File: src/rtl/jpeg_pkg.sv
// Shared types for the JPEG memory arbiter: bus widths,
// arbiter state encoding and the posted-write command record.
package jpeg_pkg;

    localparam int ADDR_W = 31;
    localparam int DATA_W = 16;
    localparam int BE_W   = DATA_W / 8;

    typedef enum logic [1:0] {
        ARB_IDLE = 2'd0,
        ARB_RD   = 2'd1,
        ARB_WR   = 2'd2
    } arb_state_e;

    typedef struct packed {
        logic [ADDR_W-1:0] addr;
        logic [DATA_W-1:0] data;
        logic [BE_W-1:0]   be;
    } wr_cmd_t;

endpackage

File: src/rtl/jpeg_mem_arbiter_if.sv
// Bundle of the read-requester, write-requester and memory-master
// Avalon-MM signals seen by the arbiter (slave) and its environment (master).
interface jpeg_mem_arbiter_if;
    import jpeg_pkg::*;

    logic [ADDR_W-1:0] r_address;
    logic              r_read;
    logic [BE_W-1:0]   r_byteenable;
    logic [DATA_W-1:0] r_readdata;
    logic              r_waitrequest;

    logic [ADDR_W-1:0] w_address;
    logic              w_write;
    logic [DATA_W-1:0] w_writedata;
    logic [BE_W-1:0]   w_byteenable;
    logic              w_waitrequest;

    logic [ADDR_W-1:0] m_address;
    logic              m_read;
    logic              m_write;
    logic [DATA_W-1:0] m_writedata;
    logic [BE_W-1:0]   m_byteenable;
    logic [DATA_W-1:0] m_readdata;
    logic              m_waitrequest;

    modport slave (
        input  r_address, r_read, r_byteenable,
        output r_readdata, r_waitrequest,
        input  w_address, w_write, w_writedata, w_byteenable,
        output w_waitrequest,
        output m_address, m_read, m_write, m_writedata, m_byteenable,
        input  m_readdata, m_waitrequest
    );

    modport master (
        output r_address, r_read, r_byteenable,
        input  r_readdata, r_waitrequest,
        output w_address, w_write, w_writedata, w_byteenable,
        input  w_waitrequest,
        input  m_address, m_read, m_write, m_writedata, m_byteenable,
        output m_readdata, m_waitrequest
    );

endinterface

File: src/rtl/jpeg_wr_fifo.sv
// Posted-write FIFO with per-entry valid bits and an address
// comparator per entry used for read-after-write hazard detection.
module jpeg_wr_fifo
    import jpeg_pkg::*;
#(
    parameter  int DEPTH = 4,
    localparam int PTR_W = $clog2(DEPTH),
    localparam int CNT_W = PTR_W + 1
) (
    input  logic              clk,
    input  logic              rst_n,
    input  logic              push_i,
    input  wr_cmd_t           push_cmd_i,
    input  logic              pop_i,
    output wr_cmd_t           head_o,
    output logic              full_o,
    output logic              empty_o,
    output logic [CNT_W-1:0]  count_o,
    input  logic [ADDR_W-1:0] cmp_addr_i,
    output logic [DEPTH-1:0]  hit_o
);

    wr_cmd_t          mem_q [DEPTH];
    logic [DEPTH-1:0] vld_q;
    logic [DEPTH-1:0] vld_d;
    logic [PTR_W-1:0] wptr_q;
    logic [PTR_W-1:0] wptr_d;
    logic [PTR_W-1:0] rptr_q;
    logic [PTR_W-1:0] rptr_d;
    logic [CNT_W-1:0] cnt_q;
    logic [CNT_W-1:0] cnt_d;
    logic             do_push;
    logic             do_pop;

    assign full_o  = (cnt_q == CNT_W'(DEPTH));
    assign empty_o = (cnt_q == '0);
    assign count_o = cnt_q;
    assign head_o  = mem_q[rptr_q];

    assign do_push = push_i && !full_o;
    assign do_pop  = pop_i && !empty_o;

    // Push and pop never target the same slot: push needs !full, pop needs !empty.
    always_comb begin
        vld_d  = vld_q;
        wptr_d = wptr_q;
        rptr_d = rptr_q;
        cnt_d  = cnt_q;
        if (do_pop) begin
            vld_d[rptr_q] = 1'b0;
            rptr_d        = rptr_q + 1'b1;
        end
        if (do_push) begin
            vld_d[wptr_q] = 1'b1;
            wptr_d        = wptr_q + 1'b1;
        end
        unique case ({do_push, do_pop})
            2'b10:   cnt_d = cnt_q + 1'b1;
            2'b01:   cnt_d = cnt_q - 1'b1;
            default: cnt_d = cnt_q;
        endcase
    end

    always_comb begin
        hit_o = '0;
        for (int i = 0; i < DEPTH; i++) begin
            hit_o[i] = vld_q[i] && (mem_q[i].addr == cmp_addr_i);
        end
    end

    always_ff @(posedge clk) begin
        if (!rst_n) begin
            vld_q  <= '0;
            wptr_q <= '0;
            rptr_q <= '0;
            cnt_q  <= '0;
        end else begin
            vld_q  <= vld_d;
            wptr_q <= wptr_d;
            rptr_q <= rptr_d;
            cnt_q  <= cnt_d;
        end
    end

    always_ff @(posedge clk) begin
        if (do_push) begin
            mem_q[wptr_q] <= push_cmd_i;
        end
    end

endmodule

File: src/rtl/jpeg_mem_arbiter.sv
// Arbitrates a read requester and a posted-write requester onto one
// Avalon-MM master, with write starvation guard and RAW hazard ordering.
module jpeg_mem_arbiter
    import jpeg_pkg::*;
#(
    parameter int FIFO_DEPTH   = 4,
    parameter int STARVE_LIMIT = 8
) (
    input  logic                clk,
    input  logic                rst_n,
    jpeg_mem_arbiter_if.slave   bus,
    output logic                idle
);

    localparam int CNT_W = $clog2(FIFO_DEPTH) + 1;
    localparam int SW    = $clog2(STARVE_LIMIT + 1);

    arb_state_e            state_q;
    arb_state_e            state_d;
    wr_cmd_t               cmd_q;
    wr_cmd_t               cmd_d;
    logic [SW-1:0]         starve_q;
    logic [SW-1:0]         starve_d;

    wr_cmd_t               push_cmd;
    wr_cmd_t               head;
    logic                  full;
    logic                  empty;
    logic [CNT_W-1:0]      count;
    logic [FIFO_DEPTH-1:0] hit;
    logic                  push;
    logic                  pop;
    logic                  go_wr;
    logic                  starved;

    logic                  m_read;
    logic                  m_write;
    logic [BE_W-1:0]       m_be;
    logic                  r_wait;

    assign push     = bus.w_write && !full;
    assign push_cmd = '{addr: bus.w_address,
                        data: bus.w_writedata,
                        be:   bus.w_byteenable};

    jpeg_wr_fifo #(
        .DEPTH (FIFO_DEPTH)
    ) u_fifo (
        .clk        (clk),
        .rst_n      (rst_n),
        .push_i     (push),
        .push_cmd_i (push_cmd),
        .pop_i      (pop),
        .head_o     (head),
        .full_o     (full),
        .empty_o    (empty),
        .count_o    (count),
        .cmp_addr_i (bus.r_address),
        .hit_o      (hit)
    );

    assign starved = (starve_q == SW'(STARVE_LIMIT));

    // Writes go first unless a read is waiting and nothing forces them ahead.
    assign go_wr = !empty && (!bus.r_read
                              || (count >= CNT_W'(FIFO_DEPTH - 1))
                              || starved
                              || (|hit));

    always_comb begin
        state_d = state_q;
        cmd_d   = cmd_q;
        m_read  = 1'b0;
        m_write = 1'b0;
        m_be    = '0;
        r_wait  = 1'b1;
        pop     = 1'b0;
        unique case (state_q)
            ARB_IDLE: begin
                if (go_wr) begin
                    state_d = ARB_WR;
                    cmd_d   = head;
                end else if (bus.r_read) begin
                    state_d = ARB_RD;
                    cmd_d   = '{addr: bus.r_address,
                                data: '0,
                                be:   bus.r_byteenable};
                end
            end
            ARB_RD: begin
                m_read = 1'b1;
                m_be   = cmd_q.be;
                if (!bus.m_waitrequest) begin
                    r_wait  = 1'b0;
                    state_d = ARB_IDLE;
                end
            end
            ARB_WR: begin
                m_write = 1'b1;
                m_be    = cmd_q.be;
                if (!bus.m_waitrequest) begin
                    pop     = 1'b1;
                    state_d = ARB_IDLE;
                end
            end
            default: state_d = ARB_IDLE;
        endcase
    end

    always_comb begin
        starve_d = starve_q;
        if (pop) begin
            starve_d = '0;
        end else if (!empty && (state_q != ARB_WR) && !starved) begin
            starve_d = starve_q + 1'b1;
        end
    end

    always_ff @(posedge clk) begin
        if (!rst_n) begin
            state_q  <= ARB_IDLE;
            cmd_q    <= '0;
            starve_q <= '0;
        end else begin
            state_q  <= state_d;
            cmd_q    <= cmd_d;
            starve_q <= starve_d;
        end
    end

    assign bus.m_read        = m_read;
    assign bus.m_write       = m_write;
    assign bus.m_byteenable  = m_be;
    assign bus.m_address     = cmd_q.addr;
    assign bus.m_writedata   = cmd_q.data;
    assign bus.r_waitrequest = r_wait;
    assign bus.r_readdata    = bus.m_readdata;
    assign bus.w_waitrequest = full;

    assign idle = (count == '0) && (state_q == ARB_IDLE) && !bus.w_write;

endmodule

File: src/flat_wrapper.sv
// flat-port wrapper written by rule: the top's interface ports become plain ports
module jpeg_mem_arbiter_flat import jpeg_pkg::*;
#(
    parameter int FIFO_DEPTH   = 4,
    parameter int STARVE_LIMIT = 8
)
  (clk, rst_n, idle, bus_r_address, bus_r_read, bus_r_byteenable, bus_r_readdata, bus_r_waitrequest, bus_w_address, bus_w_write, bus_w_writedata, bus_w_byteenable, bus_w_waitrequest, bus_m_address, bus_m_read, bus_m_write, bus_m_writedata, bus_m_byteenable, bus_m_readdata, bus_m_waitrequest);
  jpeg_mem_arbiter_if bus_i ();
  input  logic clk;
  input  logic rst_n;
  output logic idle;
  input wire logic [$bits(bus_i.r_address)-1:0] bus_r_address;
  input wire logic [$bits(bus_i.r_read)-1:0] bus_r_read;
  input wire logic [$bits(bus_i.r_byteenable)-1:0] bus_r_byteenable;
  output wire logic [$bits(bus_i.r_readdata)-1:0] bus_r_readdata;
  output wire logic [$bits(bus_i.r_waitrequest)-1:0] bus_r_waitrequest;
  input wire logic [$bits(bus_i.w_address)-1:0] bus_w_address;
  input wire logic [$bits(bus_i.w_write)-1:0] bus_w_write;
  input wire logic [$bits(bus_i.w_writedata)-1:0] bus_w_writedata;
  input wire logic [$bits(bus_i.w_byteenable)-1:0] bus_w_byteenable;
  output wire logic [$bits(bus_i.w_waitrequest)-1:0] bus_w_waitrequest;
  output wire logic [$bits(bus_i.m_address)-1:0] bus_m_address;
  output wire logic [$bits(bus_i.m_read)-1:0] bus_m_read;
  output wire logic [$bits(bus_i.m_write)-1:0] bus_m_write;
  output wire logic [$bits(bus_i.m_writedata)-1:0] bus_m_writedata;
  output wire logic [$bits(bus_i.m_byteenable)-1:0] bus_m_byteenable;
  input wire logic [$bits(bus_i.m_readdata)-1:0] bus_m_readdata;
  input wire logic [$bits(bus_i.m_waitrequest)-1:0] bus_m_waitrequest;
  assign bus_i.r_address = bus_r_address;
  assign bus_i.r_read = bus_r_read;
  assign bus_i.r_byteenable = bus_r_byteenable;
  assign bus_r_readdata = bus_i.r_readdata;
  assign bus_r_waitrequest = bus_i.r_waitrequest;
  assign bus_i.w_address = bus_w_address;
  assign bus_i.w_write = bus_w_write;
  assign bus_i.w_writedata = bus_w_writedata;
  assign bus_i.w_byteenable = bus_w_byteenable;
  assign bus_w_waitrequest = bus_i.w_waitrequest;
  assign bus_m_address = bus_i.m_address;
  assign bus_m_read = bus_i.m_read;
  assign bus_m_write = bus_i.m_write;
  assign bus_m_writedata = bus_i.m_writedata;
  assign bus_m_byteenable = bus_i.m_byteenable;
  assign bus_i.m_readdata = bus_m_readdata;
  assign bus_i.m_waitrequest = bus_m_waitrequest;
  jpeg_mem_arbiter #(.FIFO_DEPTH(FIFO_DEPTH), .STARVE_LIMIT(STARVE_LIMIT)) u_core (.clk(clk), .rst_n(rst_n), .bus(bus_i), .idle(idle));
endmodule
File: config.mk
export PLATFORM = sky130hd
export DESIGN_NAME = jpeg_mem_arbiter_flat
export DESIGN_NICKNAME = d
export VERILOG_FILES = /design/src/rtl/jpeg_pkg.sv /design/src/rtl/jpeg_mem_arbiter_if.sv /design/src/rtl/jpeg_wr_fifo.sv /design/src/rtl/jpeg_mem_arbiter.sv /design/src/flat_wrapper.sv
export SDC_FILE = /design/constraint.sdc
export NUM_CORES = 1
export LEC_CHECK = 0
export CAP_MARGIN = 20
export CORE_ASPECT_RATIO = 2
export CORE_UTILIZATION = 30
export CTS_CLUSTER_SIZE = 14
export DETAILED_ROUTE_END_ITERATION = 8
export PLACE_DENSITY = 0.56
export SKIP_CTS_REPAIR_TIMING = 1
export SYNTH_ARGS = -nofsm -noshare
export SYNTH_HDL_FRONTEND = slang
export SYNTH_SLANG_ARGS = --single-unit
File: constraint.sdc
create_clock -name clk -period 2.9 [get_ports clk]
set_input_delay 0.87 -clock clk [delete_from_list [all_inputs] [get_ports clk]]
set_output_delay 0.87 -clock clk [all_outputs]
set_load 0.1 [all_outputs]
==> impl_metrics.sql <==
INSERT INTO impl_metrics (metric_group, metric, value, unit) VALUES
('setup_path', 'worstPathArrival', '3.23', 'ns'),
('sta', 'totalNegativeSetupSlack', '0', 'ns'),
('global_route', 'grt_start_max_net_pins', '37', ''),
('die', 'starting_utilization_of_the_core_area', '30.5', '%'),
('global_route', 'grt_first_pass_wirelength', '53500', 'um'),
('placement', 'portBuffers', '140', ''),
('die', 'floorplan.rows', '105', ''),
('die', 'io_pins', '173', ''),
('global_route', 'grtUsageTotal', '17.2', '%'),
('setup_path', 'rrSetupSlack', '0.59', 'ns'),
('drt', 'detailed_route_wire_length', '36500', 'um'),
('cells_and_area', 'finish.utilization', '37.6', '%'),
('synthesis', 'most_instantiated_library_cell_after_synthesis', 'sky130_fd_sc_hd__edfxtp_1', ''),
('sta', 'layout_worst_path_cycle_share', '95.7', '%'),
('cells_and_area', 'syn_to_final_growth', '23.1', '%'),
('cells_and_area', 'finish.net_count', '1150', ''),
('setup_path', 'crit_path_max_fanout', '10', ''),
('sta', 'hold_viol_final', '0', ''),
('drt', 'drt_iter0_drc', '433', ''),
('run', 'drv_cap', '0', ''),
('drt', 'vias_per_cell', '4.88', ''),
('cts', 'clk_path_buf_depth', '3', ''),
('drt', 'route.vias.total', '7762', ''),
('sta', 'clock.fmax', '360', 'MHz'),
('sta', 'final_period_minus_worst_setup_slack', '2.78', 'ns'),
('cts', 'cts_tree', 'done', ''),
('synthesis', 'syn-cell-area', '12600', 'um2'),
('synthesis', 'yosys.area.top_type_share', '46.9', '%'),
('power_and_ir_drop', 'leakagePower', '5.20', 'nW'),
('cts', 'clk_pin_slew', '0.06', 'ns'),
('status', 'outcome', 'complete, no violations', ''),
('synthesis', 'yosys_warnings', '0', ''),
('setup_path', 'end_kind', 'flip-flop', ''),
('sta', 'final-max-slew-violation-count', '0', ''),
('synthesis', 'yosys.cell_types.count', '36', ''),
('min_path', 'worstHoldPathType', 'flip-flop to flip-flop', ''),
('global_route', 'overflow', '0', ''),
('drt', 'route.detailed.wl_per_inst', '22.9', 'um'),
('setup_path', 'setup.worst_path.start_class', 'primary input', ''),
('sta', 'worst_slew_margin_rel', '71.5', '%'),
('synthesis', 'synth_seq_area_share', '57.7', '%'),
('synthesis', 'ranking_of_synthesized_cells_by_instance_count', 'sky130_fd_sc_hd__edfxtp_1 (196), sky130_fd_sc_hd__xnor2_1 (126), sky130_fd_sc_hd__dfxtp_1 (68), sky130_fd_sc_hd__o21ai_0 (68), sky130_fd_sc_hd__buf_4 (66)', ''),
('setup_path', 'data_required_time_of_the_critical_path', '3.35', 'ns'),
('power_and_ir_drop', 'irDropWorstVdd', '0.517', 'mV'),
('cts', 'clock_tree.root_cell', 'sky130_fd_sc_hd__clkbuf_16', ''),
('placement', 'dp_hpwl', '27000', 'um'),
('synthesis', 'netlist_instances', '898', ''),
('cts', 'htree_num_levels', '1', ''),
('global_route', 'vias_in_the_first_global_route', '8419', ''),
('synthesis', 'share_of_synthesized_flip_flops_with_an_asynchronous_set_or_reset', '0', '%'),
('sta', 'final-setup-viol-count', '0', ''),
('setup_path', 'critical_path_class', 'primary input to flip-flop', ''),
('die', 'design.die.area', '42700', 'um2'),
('sta', 'max_slew.worst_pin.slew', '0.427', 'ns'),
('sta', 'final.setup_skew', '0.0155', 'ns'),
('synthesis', 'synth_top_cell_by_area', 'sky130_fd_sc_hd__edfxtp_1', ''),
('synthesis', 'synthesis.nets', '1016', ''),
('power_and_ir_drop', 'total_design_power', '10.8', 'mW'),
('synthesis', 'synth_edf_count', '196', ''),
('drt', 'detail_route.drc_violations', '0', ''),
('cts', 'clock_latency', '0.55', 'ns'),
('die', 'die_height', '291', 'um'),
('synthesis', 'syn_area_per_cell', '14.0', 'um2'),
('die', 'die-width', '147', 'um'),
('cts', 'cts_sinks', '264', ''),
('cells_and_area', 'fillers', '3883', ''),
('drt', 'first_pass_iters', '5', ''),
('synthesis', 'ys_seq_elements', '264', ''),
('sta', 'rsz0062_at_grt', 'false', ''),
('global_route', 'grt_antenna_before_repair', '5', ''),
('cells_and_area', 'layout-drive-gt1-share', '27.6', '%'),
('drt', 'drtAntennaViolNets', '0', ''),
('synthesis', 'synthFlopType', 'sky130_fd_sc_hd__edfxtp_1', ''),
('cts', 'cts_buffers', '26', ''),
('die', 'core_area', '41100', 'um2'),
('power_and_ir_drop', 'power_per_cell_area', '700', 'nW/um2'),
('synthesis', 'post_synth_main_area_contributors', 'sky130_fd_sc_hd__edfxtp_1 (47%), sky130_fd_sc_hd__dfxtp_1 (11%), sky130_fd_sc_hd__mux4_2 (8.8%)', ''),
('placement', 'gp_congestion', '0.905', '');
## per-stage QoR
| step | cell area [um2] | hold WS, ns | cells | worst slack (ns) |
|---|---|---|---|---|
| after floorplan | 12600 | 0.447 | 898 | -0.0490 |
| after global placement | 14600 | 0.463 | 1539 | -0.342 |
| after detailed placement | 14600 | 0.465 | 1539 | -0.395 |
| after CTS | 15500 | 0.476 | 1587 | 0.0112 |
| after global routing | 15500 | 0.497 | 1590 | 0.0775 |
| final | 15500 | 0.476 | 1590 | 0.124 |
## where the power goes
group	internal [mW]	switching, mW	total [mW]
registers	4.36	0.181	4.54
clock network	2.01	1.48	3.48
logic	0.908	1.90	2.80
total	7.28	3.55	10.8
## kinds of logic after synthesis
logic type / Yosys count / share of synthesized area (%)
adders and majority gates: 15 / 1.55
muxes: 85 / 11.7
buffers and inverters: 148 / 7.87
DFF: 264 / 57.7
AOI/OAI and AO/OA: 129 / 7.09
xor gates and xnor gates: 131 / 9.19
and+or+nand+nor: 126 / 4.95
## layout by cell type, fill, tap and decap left out, drive strengths merged, types with 2 or more instances in the layout
| master | n |
|---|---|
| edfxtp | 196 |
| buf | 155 |
| xnor2 | 127 |
| clkdlybuf4s50 | 85 |
| o21ai | 68 |
| dfxtp | 68 |
| mux4 | 49 |
| nand2 | 45 |
| mux2i | 36 |
| o221a | 33 |
| nand4 | 33 |
| clkbuf | 30 |
| nor2 | 21 |
| o22ai | 16 |
| inv | 14 |
| ha | 14 |
| clkinv | 12 |
| nor4 | 8 |
| a21oi | 8 |
| and2 | 6 |
| xor2 | 4 |
| bufinv | 4 |
| diode | 3 |
| nand2b | 2 |
| or3 | 2 |
| nand3 | 2 |
| clkinvlp | 2 |
| nor3 | 2 |
| and3 | 2 |
## worst paths after layout
kind | depth (start not counted) | from | endpoint
worst min-delay path | 2 | u_core.bus.m_writedata[3] | u_core.bus.m_writedata[3]
worst min register to register | 2 | u_core.bus.m_writedata[3] | u_core.bus.m_writedata[3]
worst max register to register | 8 | u_core.u_fifo.mem_q[0][39] | u_core.state_q[1]
worst max-delay path | 9 | bus_r_address[21] | u_core.state_q[1]
## layout make-up
cell class,count,area [um2],share of cell area [%]
flip-flops and latches,264,7250,46.9
multi-input cells,486,4350,28.1
repair buffers,240,2260,14.6
well taps,535,669,4.33
clock buffers,30,666,4.31
clock inverters,18,201,1.30
inverters,14,52.6,0.340
diodes,3,7.51,0.0486
## layer usage
| metal | wire length, um | share of wire [%] | up-vias | GRT usage (%) |
|---|---|---|---|---|
| li1 | - | - | 3553 | - |
| met1 | 12400 | 34 | 3916 | 17.0 |
| met2 | 21100 | 58 | 222 | 34.1 |
| met3 | 1500 | 4.1 | 67 | 2.37 |
| met4 | 1460 | 4.0 | 4 | 8.59 |
| met5 | 23 | 0.063 | - | 0 |
## registers in the layout, summed over array words and instances (netlist names), named ones only
| name | flops |
|---|---|
| u_core.u_fifo.vld_q | 4 |
| u_core.starve_q | 4 |
| u_core.u_fifo.rptr_q | 2 |
| u_core.u_fifo.wptr_q | 2 |
| u_core.u_fifo.count_o | 3 |
| u_core.state_q | 2 |
| u_core.bus.m_writedata | 16 |
| u_core.bus.m_address | 31 |
| u_core.cmd_q | 2 |
| u_core.u_fifo.mem_q | 196 |
## critical path: stages
cell	delay, ns
sky130_fd_sc_hd__clkdlybuf4s50_1	0.53
sky130_fd_sc_hd__xnor2_1	0.41
sky130_fd_sc_hd__buf_4	0.18
sky130_fd_sc_hd__nand4_1	0.08
sky130_fd_sc_hd__nor4_1	0.33
sky130_fd_sc_hd__a21oi_1	0.11
sky130_fd_sc_hd__and3_2	0.27
sky130_fd_sc_hd__buf_12	0.16
sky130_fd_sc_hd__o41ai_2	0.27
(Power assumes the default switching activity.)
